**src/rtl/mips_trace_pkg.sv**
```systemverilog
// Shared types and constants for the MIPS commit-trace / run-control unit.
package mips_trace_pkg;

  typedef enum logic [1:0] {
    StIdle   = 2'd0,
    StRun    = 2'd1,
    StHalted = 2'd2,
    StDump   = 2'd3
  } state_e;

  localparam logic [1:0] HR_NONE    = 2'd0;
  localparam logic [1:0] HR_LOOP    = 2'd1;
  localparam logic [1:0] HR_TIMEOUT = 2'd2;

  localparam int unsigned OP_MSB = 31;
  localparam int unsigned OP_LSB = 26;

endpackage

```
**src/rtl/trace_ram.sv**
```systemverilog
// Trace storage: DEPTH x DW, one write port and one registered read port, no reset.
module trace_ram #(
  parameter int unsigned DW    = 64,
  parameter int unsigned DEPTH = 16,
  parameter int unsigned PW    = $clog2(DEPTH)
) (
  input  logic          clk,
  input  logic          we,
  input  logic [PW-1:0] waddr,
  input  logic [DW-1:0] wdata,
  input  logic          re,
  input  logic [PW-1:0] raddr,
  output logic [DW-1:0] rdata
);

  logic [DW-1:0] mem [DEPTH];

  always_ff @(posedge clk) begin
    if (we) mem[waddr] <= wdata;
    if (re) rdata <= mem[raddr];
  end

endmodule

```
**src/rtl/mips_trace_ctrl.sv**
```systemverilog
// Run control and commit trace for the single-cycle MIPS core: self-loop/timeout halt detection
// and an oldest-first valid/ready dump of the last DEPTH commits. TRACE_FILTER_EN adds an opcode filter.
module mips_trace_ctrl
  import mips_trace_pkg::*;
#(
  parameter int unsigned AW          = 32,
  parameter int unsigned DEPTH       = 16,
  parameter int unsigned HALT_REPEAT = 3,
  parameter int unsigned TIMEOUT     = 4096,
  parameter int unsigned CW          = 32
) (
  input  logic          clk,
  input  logic          rst,
  input  logic          start,
  input  logic          commit,
  input  logic [AW-1:0] pc,
  input  logic [AW-1:0] ir,
`ifdef TRACE_FILTER_EN
  input  logic [5:0]    filt_op,
  input  logic [5:0]    filt_mask,
`endif
  output logic          running,
  output logic          done,
  output logic [1:0]    halt_reason,
  output logic [CW-1:0] cycle_cnt,
  output logic [CW-1:0] instr_cnt,
  input  logic          dump_req,
  output logic          dump_valid,
  input  logic          dump_ready,
  output logic [AW-1:0] dump_pc,
  output logic [AW-1:0] dump_ir,
  output logic          dump_last
);

  localparam int unsigned PW = $clog2(DEPTH);
  localparam int unsigned RW = $clog2(HALT_REPEAT + 1);
  localparam logic [CW-1:0] TIMEOUT_C = CW'(TIMEOUT);
  localparam logic [RW-1:0] REPEAT_C  = RW'(HALT_REPEAT);
  localparam logic [RW-1:0] REP_ONE   = RW'(1);
  localparam logic [PW:0]   DEPTH_F   = (PW + 1)'(DEPTH);
  localparam logic [PW:0]   ONE_F     = (PW + 1)'(1);

  state_e          state_q, state_d;
  logic [1:0]      halt_reason_q, halt_reason_d;
  logic [CW-1:0]   cycle_cnt_q, cycle_cnt_d;
  logic [CW-1:0]   instr_cnt_q, instr_cnt_d;
  logic [PW-1:0]   wr_ptr_q, wr_ptr_d;
  logic [PW:0]     fill_q, fill_d;
  logic [RW-1:0]   rep_cnt_q, rep_cnt_d;
  logic [AW-1:0]   prev_pc_q, prev_pc_d;
  logic            prev_valid_q, prev_valid_d;
  logic [PW-1:0]   rd_ptr_q, rd_ptr_d;
  logic [PW:0]     rd_left_q, rd_left_d;
  logic            pf_valid_q, pf_valid_d;
  logic            pf_last_q, pf_last_d;
  logic            dump_valid_q, dump_valid_d;
  logic            dump_last_q, dump_last_d;
  logic [AW-1:0]   dump_pc_q, dump_pc_d;
  logic [AW-1:0]   dump_ir_q, dump_ir_d;

  logic            ram_we, ram_re;
  logic [PW-1:0]   ram_raddr;
  logic [2*AW-1:0] ram_rdata;

  logic            store_en, start_run, out_free, loop_hit, timeout_hit;
  logic [RW-1:0]   rep_next;
  logic [PW-1:0]   oldest;

`ifdef TRACE_FILTER_EN
  assign store_en = ((ir[OP_MSB:OP_LSB] ^ filt_op) & filt_mask) == 6'd0;
`else
  assign store_en = 1'b1;
`endif

  assign start_run = start && (state_q == StIdle || state_q == StHalted);
  assign out_free  = !dump_valid_q || dump_ready;
  assign oldest    = wr_ptr_q - fill_q[PW-1:0];

  // rep_cnt counts consecutive commits at the same PC, including the first one.
  assign rep_next = (prev_valid_q && pc == prev_pc_q)
                  ? ((rep_cnt_q == REPEAT_C) ? rep_cnt_q : rep_cnt_q + 1'b1)
                  : REP_ONE;
  assign loop_hit    = (state_q == StRun) && commit && (rep_next == REPEAT_C);
  assign timeout_hit = (TIMEOUT != 0) && (state_q == StRun) && (cycle_cnt_q + 1'b1 == TIMEOUT_C);

  always_comb begin
    state_d       = state_q;
    halt_reason_d = halt_reason_q;
    cycle_cnt_d   = cycle_cnt_q;
    instr_cnt_d   = instr_cnt_q;
    wr_ptr_d      = wr_ptr_q;
    fill_d        = fill_q;
    rep_cnt_d     = rep_cnt_q;
    prev_pc_d     = prev_pc_q;
    prev_valid_d  = prev_valid_q;
    rd_ptr_d      = rd_ptr_q;
    rd_left_d     = rd_left_q;
    pf_valid_d    = pf_valid_q;
    pf_last_d     = pf_last_q;
    dump_valid_d  = dump_valid_q;
    dump_last_d   = dump_last_q;
    dump_pc_d     = dump_pc_q;
    dump_ir_d     = dump_ir_q;
    ram_we        = 1'b0;
    ram_re        = 1'b0;
    ram_raddr     = rd_ptr_q;

    unique case (state_q)
      StIdle: begin
        if (start) state_d = StRun;
      end
      StRun: begin
        cycle_cnt_d = (cycle_cnt_q == '1) ? cycle_cnt_q : cycle_cnt_q + 1'b1;
        if (commit) begin
          instr_cnt_d  = (instr_cnt_q == '1) ? instr_cnt_q : instr_cnt_q + 1'b1;
          prev_pc_d    = pc;
          prev_valid_d = 1'b1;
          rep_cnt_d    = rep_next;
          if (store_en) begin
            ram_we   = 1'b1;
            wr_ptr_d = wr_ptr_q + 1'b1;
            fill_d   = (fill_q == DEPTH_F) ? fill_q : fill_q + 1'b1;
          end
        end
        if (loop_hit) begin
          state_d       = StHalted;
          halt_reason_d = HR_LOOP;
        end else if (timeout_hit) begin
          state_d       = StHalted;
          halt_reason_d = HR_TIMEOUT;
        end
      end
      StHalted: begin
        if (start) begin
          state_d = StRun;
        end else if (dump_req && fill_q != '0) begin
          // Issue the first read now so the oldest entry reaches the output two cycles later.
          state_d    = StDump;
          ram_re     = 1'b1;
          ram_raddr  = oldest;
          rd_ptr_d   = oldest + 1'b1;
          rd_left_d  = fill_q - ONE_F;
          pf_valid_d = 1'b1;
          pf_last_d  = (fill_q == ONE_F);
        end
      end
      StDump: begin
        if (dump_valid_q && dump_ready) begin
          dump_valid_d = 1'b0;
          dump_last_d  = 1'b0;
          if (dump_last_q) state_d = StHalted;
        end
        if (out_free && pf_valid_q) begin
          dump_valid_d = 1'b1;
          dump_pc_d    = ram_rdata[2*AW-1:AW];
          dump_ir_d    = ram_rdata[AW-1:0];
          dump_last_d  = pf_last_q;
          pf_valid_d   = 1'b0;
        end
        // The RAM output doubles as the prefetch slot; only refill it once it is being drained.
        if (rd_left_q != '0 && (!pf_valid_q || out_free)) begin
          ram_re     = 1'b1;
          rd_ptr_d   = rd_ptr_q + 1'b1;
          rd_left_d  = rd_left_q - ONE_F;
          pf_valid_d = 1'b1;
          pf_last_d  = (rd_left_q == ONE_F);
        end
      end
      default: state_d = StIdle;
    endcase

    if (start_run) begin
      halt_reason_d = HR_NONE;
      cycle_cnt_d   = '0;
      instr_cnt_d   = '0;
      wr_ptr_d      = '0;
      fill_d        = '0;
      rep_cnt_d     = '0;
      prev_valid_d  = 1'b0;
    end
  end

  always_ff @(posedge clk) begin
    if (rst) begin
      state_q       <= StIdle;
      halt_reason_q <= HR_NONE;
      cycle_cnt_q   <= '0;
      instr_cnt_q   <= '0;
      wr_ptr_q      <= '0;
      fill_q        <= '0;
      rep_cnt_q     <= '0;
      prev_pc_q     <= '0;
      prev_valid_q  <= 1'b0;
      rd_ptr_q      <= '0;
      rd_left_q     <= '0;
      pf_valid_q    <= 1'b0;
      pf_last_q     <= 1'b0;
      dump_valid_q  <= 1'b0;
      dump_last_q   <= 1'b0;
      dump_pc_q     <= '0;
      dump_ir_q     <= '0;
    end else begin
      state_q       <= state_d;
      halt_reason_q <= halt_reason_d;
      cycle_cnt_q   <= cycle_cnt_d;
      instr_cnt_q   <= instr_cnt_d;
      wr_ptr_q      <= wr_ptr_d;
      fill_q        <= fill_d;
      rep_cnt_q     <= rep_cnt_d;
      prev_pc_q     <= prev_pc_d;
      prev_valid_q  <= prev_valid_d;
      rd_ptr_q      <= rd_ptr_d;
      rd_left_q     <= rd_left_d;
      pf_valid_q    <= pf_valid_d;
      pf_last_q     <= pf_last_d;
      dump_valid_q  <= dump_valid_d;
      dump_last_q   <= dump_last_d;
      dump_pc_q     <= dump_pc_d;
      dump_ir_q     <= dump_ir_d;
    end
  end

  trace_ram #(
    .DW    (2 * AW),
    .DEPTH (DEPTH),
    .PW    (PW)
  ) u_trace_ram (
    .clk   (clk),
    .we    (ram_we),
    .waddr (wr_ptr_q),
    .wdata ({pc, ir}),
    .re    (ram_re),
    .raddr (ram_raddr),
    .rdata (ram_rdata)
  );

  assign running     = (state_q == StRun);
  assign done        = (state_q == StHalted) || (state_q == StDump);
  assign halt_reason = halt_reason_q;
  assign cycle_cnt   = cycle_cnt_q;
  assign instr_cnt   = instr_cnt_q;
  assign dump_valid  = dump_valid_q;
  assign dump_last   = dump_last_q;
  assign dump_pc     = dump_pc_q;
  assign dump_ir     = dump_ir_q;

endmodule

```
**config.mk**
```make
export PLATFORM = sky130hd
export DESIGN_NAME = mips_trace_ctrl
export DESIGN_NICKNAME = d
export VERILOG_FILES = /design/src/rtl/mips_trace_pkg.sv /design/src/rtl/trace_ram.sv /design/src/rtl/mips_trace_ctrl.sv
export SDC_FILE = /design/constraint.sdc
export NUM_CORES = 2
export LEC_CHECK = 0
export CORE_ASPECT_RATIO = 2
export CORE_MARGIN = 3
export CORE_UTILIZATION = 45
export CTS_CLUSTER_DIAMETER = 100
export DETAILED_ROUTE_END_ITERATION = 12
export DONT_BUFFER_PORTS = 1
export PLACE_DENSITY = 0.7
export SLEW_MARGIN = 5
export SYNTH_ARGS = -nofsm -noshare
export SYNTH_HDL_FRONTEND = slang
export SYNTH_SLANG_ARGS = --single-unit
```
**constraint.sdc**
```tcl
create_clock -name clk -period 11.8 [get_ports clk]
set_clock_uncertainty 0.2 [all_clocks]
set_input_delay 1.18 -clock clk [delete_from_list [all_inputs] [get_ports clk]]
set_output_delay 1.18 -clock clk [all_outputs]
set_load 0.02 [all_outputs]
```
After elaboration in Yosys (flattened, before gate mapping)
Memory sizes are Yosys's and may differ from the RTL's. A register that Yosys moved wholly into a read port is not among the register bits. Cells that the tools add are included.

Memory bits (writable): 1024. Memory bits (read-only): 0. Output and inout port bits: 134. Logic and storage cells: 126. Bits in latches: 0. Input port bits: 70. Memories kept: 1. Register bits after elaboration: 189.

Memory list: u_trace_ram.mem (depth 16, bits a word 64, read ports 1, clocked after Yosys merged registers in 1, write ports 1, RTL line trace_ram.sv:16) `logic [DW-1:0] mem [DEPTH];`.

$add $sub $neg: 10. Multipliers: 0. Bitwise logic cells: 3. Reduce and logical (&&, ||, !) cells: 32. Div/mod/pow operators: 0. Equal/unequal tests: 21. Shifts and indexed selects: 0. Muxes and demuxes: 42. $lt $le $gt $ge: 0.

Operator list (count): adder 32 x 1 -> 32 bit, second input constant (2); equality test 32 bit, second input constant (2); equality test 32 x 13 -> 1 bit, second input constant (1); equality test 32 bit (1); 2-to-1 mux 4 bit (6); 2-to-1 mux 2 bit (10); 2-to-1 mux 1 bit (17); 2-to-1 mux 5 bit (3); adder 4 x 1 -> 4 bit, second input constant (3); inequality test 2 bit, second input constant (6); equality test 5 x 1 -> 1 bit, second input constant (2); case mux 5 bit (2 select lines) (1); AND reduction 2 bit (5); nonzero test 5 bit (2); subtractor 5 x 1 -> 5 bit, second input constant (2); logical AND 1 bit (9); equality test 2 bit, second input constant (4); case mux 2 bit (4 select lines) (1); case mux 4 bit (2 select lines) (1); AND reduction 4 bit (2); inequality test 3 bit, second input constant (2); case mux 1 bit (2 select lines) (3); AND reduction 3 bit (2); nonzero test 2 bit (3); other kinds (12) (18).

Logic depth before layout (Yosys ltp)
Word-level depth: 7. Gate-level depth with buffers: 14. Depth with buffers taken out: 10.

By module
A second synthesis with hierarchy kept.

Cell total of the unflattened synthesis: 2785. Area, all modules: 49239.7 um^2.

By module, submodules not included: trace_ram (cells an instance 1647, instances 1, area an instance 40222.3 um^2, sequential area each 32671.3 um^2); mips_trace_ctrl (cells an instance 1138, instances 1, area an instance 9017.4 um^2, sequential area each 3783.6 um^2).

Worst setup path after synthesis
No wires, ideal clock.

Kind: input -> register. From: input commit. To: memory u_trace_ram.mem[0][0] (enable). Arrival: 6.437 ns. Stages on the path: 5. Required time: 11.035 ns. Path slack: 4.599 ns. Path buffers: 2. Library setup time: 0.565 ns. Path through: and2_1 clkbuf_1 clkbuf_1 nand2_1 nor3_1.

Longest elaborated chain between the ends: 4.

RTL lines: from (decl) (RTL line mips_trace_ctrl.sv:15) `input logic commit,`; 2-to-1 mux 1 bit (RTL line mips_trace_ctrl.sv:114) `if (commit) begin`; 2-to-1 mux 1 bit (RTL line mips_trace_ctrl.sv:108) `unique case (state_q)`; 2-to-1 mux 1 bit (RTL line trace_ram.sv:19) `if (we) mem[waddr] <= wdata;`; 2-to-1 mux 1 bit (implied by the code) (RTL line trace_ram.sv:19); to (decl) (RTL line trace_ram.sv:16).

Every way passes these cells.

Worst setup path in the final report
From: register fill_q[1]. To: register u_trace_ram.rdata[4] (read register of u_trace_ram.mem) (data pin).

Longest elaborated chain between the ends: 5. Elaborated cells on any way between the ends: 9. Those cells by class: add/sub (1); mux (6); reduce/logical (2).

RTL lines: from (decl) (RTL line mips_trace_ctrl.sv:48) `logic [PW:0] fill_q, fill_d;`; from (signal assigned) (RTL line mips_trace_ctrl.sv:208) `fill_q <= fill_d;`; branches (longest 5 deep; another with subtractor 4 bit); to (decl) (RTL line trace_ram.sv:13) `output logic [DW-1:0] rdata`.

Several ways; the timed one is not identified. A chain may end at the register's enable or synchronous reset.

==> results by group <==
Yosys
  • Synth cell count leaders: edfxtp_1, nand2_1, and3_1, dfxtp_1, clkbuf_1
  • Warnings, synthesis: 0
  • Sequential share of the synthesized area: 71.35%
  • Post-Synthesis Cells: 3,898
  • Post-synth top area share: 63.94%
  • #FFs+latches synth: 1,277
  • Asr flop ratio synth: 0%
  • Simple-gate share of the synthesized area: 13.91%
  • Synth area leaders: edfxtp_1, nand2_1, dfxtp_1
  • Main combinational cell family by area after synthesis: simple AND/OR/NAND/NOR gates
  • Yosys top cell by area: edfxtp_1
  • Count leader, synth: edfxtp_1
  • Number of flops mapped to enable cells by yosys: 1,088
  • Unique masters post-synth: 70
  • Synthesized area: 51,100 um2
  • Synth Net Count: 3,986
  • Compound-Gate Fraction of Synth Area: 6.124%
  • Main flop type after synthesis: edfxtp_1
  • Post-Synth XOR/XNOR Area: 1.851%
  • Syn avg cell area: 13.11 um2
  • Post-synthesis mux area share: 3.947%
  • Adder-cell share of the synthesized area: 0.4555%

Timing
  • Slew margin rel.: 11.86%
  • Final Hold Fails: 0
  • Max Freq: 203.2 MHz
  • RSZ-0062 raised after global routing: no
  • Final setup viols: 0
  • Fin crit share: 41.70%
  • Final WS setup: 6880 ps
  • Fin. max-slew vios: 0
  • Crit path time final: 4920 ps
  • TNS Setup: 0 ps
  • Slew @ Worst Pin: 1322 ps

GRT
  • Grt ovf: 0
  • Pin count of the biggest net entering global routing: 219
  • Initial antenna violation count: 1
  • GRT Total Usage: 21.90%
  • Vias in the first global route: 31,280
  • First-pass GRT wire length: 195,000 um

Pwr
  • Power Density: 155.7 nW/um2
  • Static Leakage: 19.93 nW
  • Peak supply drop: 135.1 uV
  • Total power: 8.726 mW

Clocking
  • Worst-skew pair later-pin latency: 710 ps
  • Post-CTS Resized: 0
  • CTS HTree Levels: 3
  • Max Root-Sink Buffers: 3
  • CTS Hold Bufs: 0
  • CTS tree: built
  • Post-CTS setup buffers: 0
  • Root buf cell: clkbuf_16
  • Clock sink count: 1,277
  • Total CTS buffers: 108
  • Worst-path clk slew: 70 ps

Outcome
  • Run status: complete, no violations

Floorplan
  • Die X: 244.3 um
  • Row cnt: 174
  • Die H: 482.5 um
  • Die ar.: 117,900 um2
  • Effective utilization at floorplan: 45.40%
  • # IOs: 204
  • Core box area: 112,600 um2

Placed design
  • Dpl hpwl: 69,120 um
  • Pre-CTS setup slack: 6673 ps
  • IO buf count: 0
  • Placed cell count: 5,198
  • RePlAce Congestion: 0.9236

Routing
  • DR vias: 31,860
  • Antenna Violating Nets Remaining: 0
  • Initial DRC Count: 2,951
  • Router iterations before antenna repair: 5
  • DR WL/cell: 24.51 um
  • Via-to-Cell Ratio: 5.897
  • Routed WL: 132,400 um
  • DR DRC count: 0

Worst setup path
  • Critical path endpoint category: register
  • Max FO, Critical Path: 197
  • Required @ worst endpoint: 12,050 ps
  • CP startpoint kind: register
  • Worst path cell trace: inv_1 > ha_1 > or4b_4 > a41oi_2 > a21o_4 > buf_4 > buf_12 > mux2i_1 > mux2_1 > o32ai_1 > a221o_1
  • Worst R2R Path Depth: 11
  • Worst path bufs/invs: 3
  • Critical-path top delay cell: buf_4
  • Worst EP arrival: 5170 ps
  • Worst path max stage delay: 810 ps
  • Critical path class: reg -> reg
  • Critical path depth in cells: 11
  • Top Family by Delay on Critical Path: buffers and inverters

Cells and area
  • Share of cells above drive strength 1: 6.402%
  • Final nets: 3,900
  • Fillers: 9,450
  • Util after Layout: 49.78%
  • Finished Layout Cells: 5,402
  • Area growth syn-to-layout: 9.658%

Job
  • Max cap viols: 0

Worst hold path
  • Worst hold-check path type: reg -> reg
  • Hold Path Cell Cnt: 2
-- cell type report --
| class | count | area, um2 | share of cell area (%) |
|---|---|---|---|
| clock inverter | 62 | 684.4 | 1.221 |
| tap | 1496 | 1872 | 3.341 |
| sequential | 1277 | 36460 | 65.06 |
| antenna | 1 | 2.502 | 0.004466 |
| inverter | 18 | 70.07 | 0.1251 |
| clock buffer | 141 | 2939 | 5.245 |
| timing repair buffer | 45 | 387.9 | 0.6922 |
| multi-input combinational | 2362 | 13620 | 24.31 |
-- worst register-to-register path, cell delays in order (launching register included) --
cell	delay [ps]
dfxtp_1	380
inv_1	150
ha_1	240
or4b_4	530
a41oi_2	310
a21o_4	250
buf_4	810
buf_12	760
mux2i_1	510
mux2_1	180
o32ai_1	90
a221o_1	270
-- metrics by stage --
step	hold slack, ps	area, um2
after floorplan	245.0	51100
after global placement	248.7	52410
after global routing	281.0	56030
after CTS	263.1	56030
after detailed placement	253.8	52410
final	265.0	56030
-- sequential cells by signal, summed over array words and instances (netlist names) --
signal and cells:
state_q 2, rep_cnt_q 2, cycle_cnt 32, instr_cnt 32, wr_ptr_q 4, rd_left_q 5, fill_q 5, dump_last 1
prev_pc_q 32, pf_last_q 1, dump_valid 1, dump_pc 32, halt_reason 2, pf_valid_q 1, u_trace_ram.rdata 64, prev_valid_q 1
u_trace_ram.mem 1024, dump_ir 32, rd_ptr_q 4
-- path summary, 6_finish.rpt --
check	startpoint	endpoint	slack, ps
setup / recovery	fill_q[1]$_SDFFE_PP0P_	u_trace_ram.rdata[4]$_DFFE_PP_	6880
hold / removal	prev_pc_q[20]$_SDFFE_PP0P_	prev_pc_q[20]$_SDFFE_PP0P_	260
setup reg to reg	fill_q[1]$_SDFFE_PP0P_	u_trace_ram.rdata[4]$_DFFE_PP_	6880
hold reg to reg	prev_pc_q[20]$_SDFFE_PP0P_	prev_pc_q[20]$_SDFFE_PP0P_	260
-- logic make-up (layout without fill, tap and decap cells) --
family          count (synthesis)  count (layout)
other cells                     0               1
fa+ha+maj                      18              18
buf+inv                       259             266
flops                        1277            1277
mux                           193             193
simple gates                 1595            1595
xor+xnor                      108             108
compound gates                448             448
-- power by group --
group	internal, mW	switching [mW]	leakage, nW
logic	0.0438	0.0843	6.84
clock network	2.06	1.59	1.76
registers	4.92	0.0158	11.3
-- per-layer routing --
layer | track usage, % | wire (um)
met1 | 26.21 | 49470
met2 | 38.07 | 66330
met3 | 4.631 | 11070
met4 | 9.671 | 5516
met5 | 0 | 0
-- cell usage in the layout, fill, tap and decap left out, types with 16 or more instances in the layout --
| master | count |
|---|---|
| clkinv_1 | 19 |
| o32ai_1 | 63 |
| clkbuf_16 | 110 |
| nor4_1 | 22 |
| ha_1 | 17 |
| and3_1 | 261 |
| a21oi_1 | 127 |
| inv_1 | 17 |
| nand2_1 | 1025 |
| a221o_1 | 64 |
| a31oi_1 | 127 |
| edfxtp_1 | 1088 |
| nor3_1 | 19 |
| o21ai_0 | 21 |
| nand3_1 | 44 |
| nor2_1 | 107 |
| mux2_1 | 63 |
| clkbuf_1 | 24 |
| clkinv_2 | 16 |
| buf_4 | 41 |
| xor2_1 | 67 |
| nand4_1 | 40 |
| xnor2_1 | 41 |
| dfxtp_1 | 189 |
| mux2i_1 | 127 |
Power figures use the tool's default switching activity.
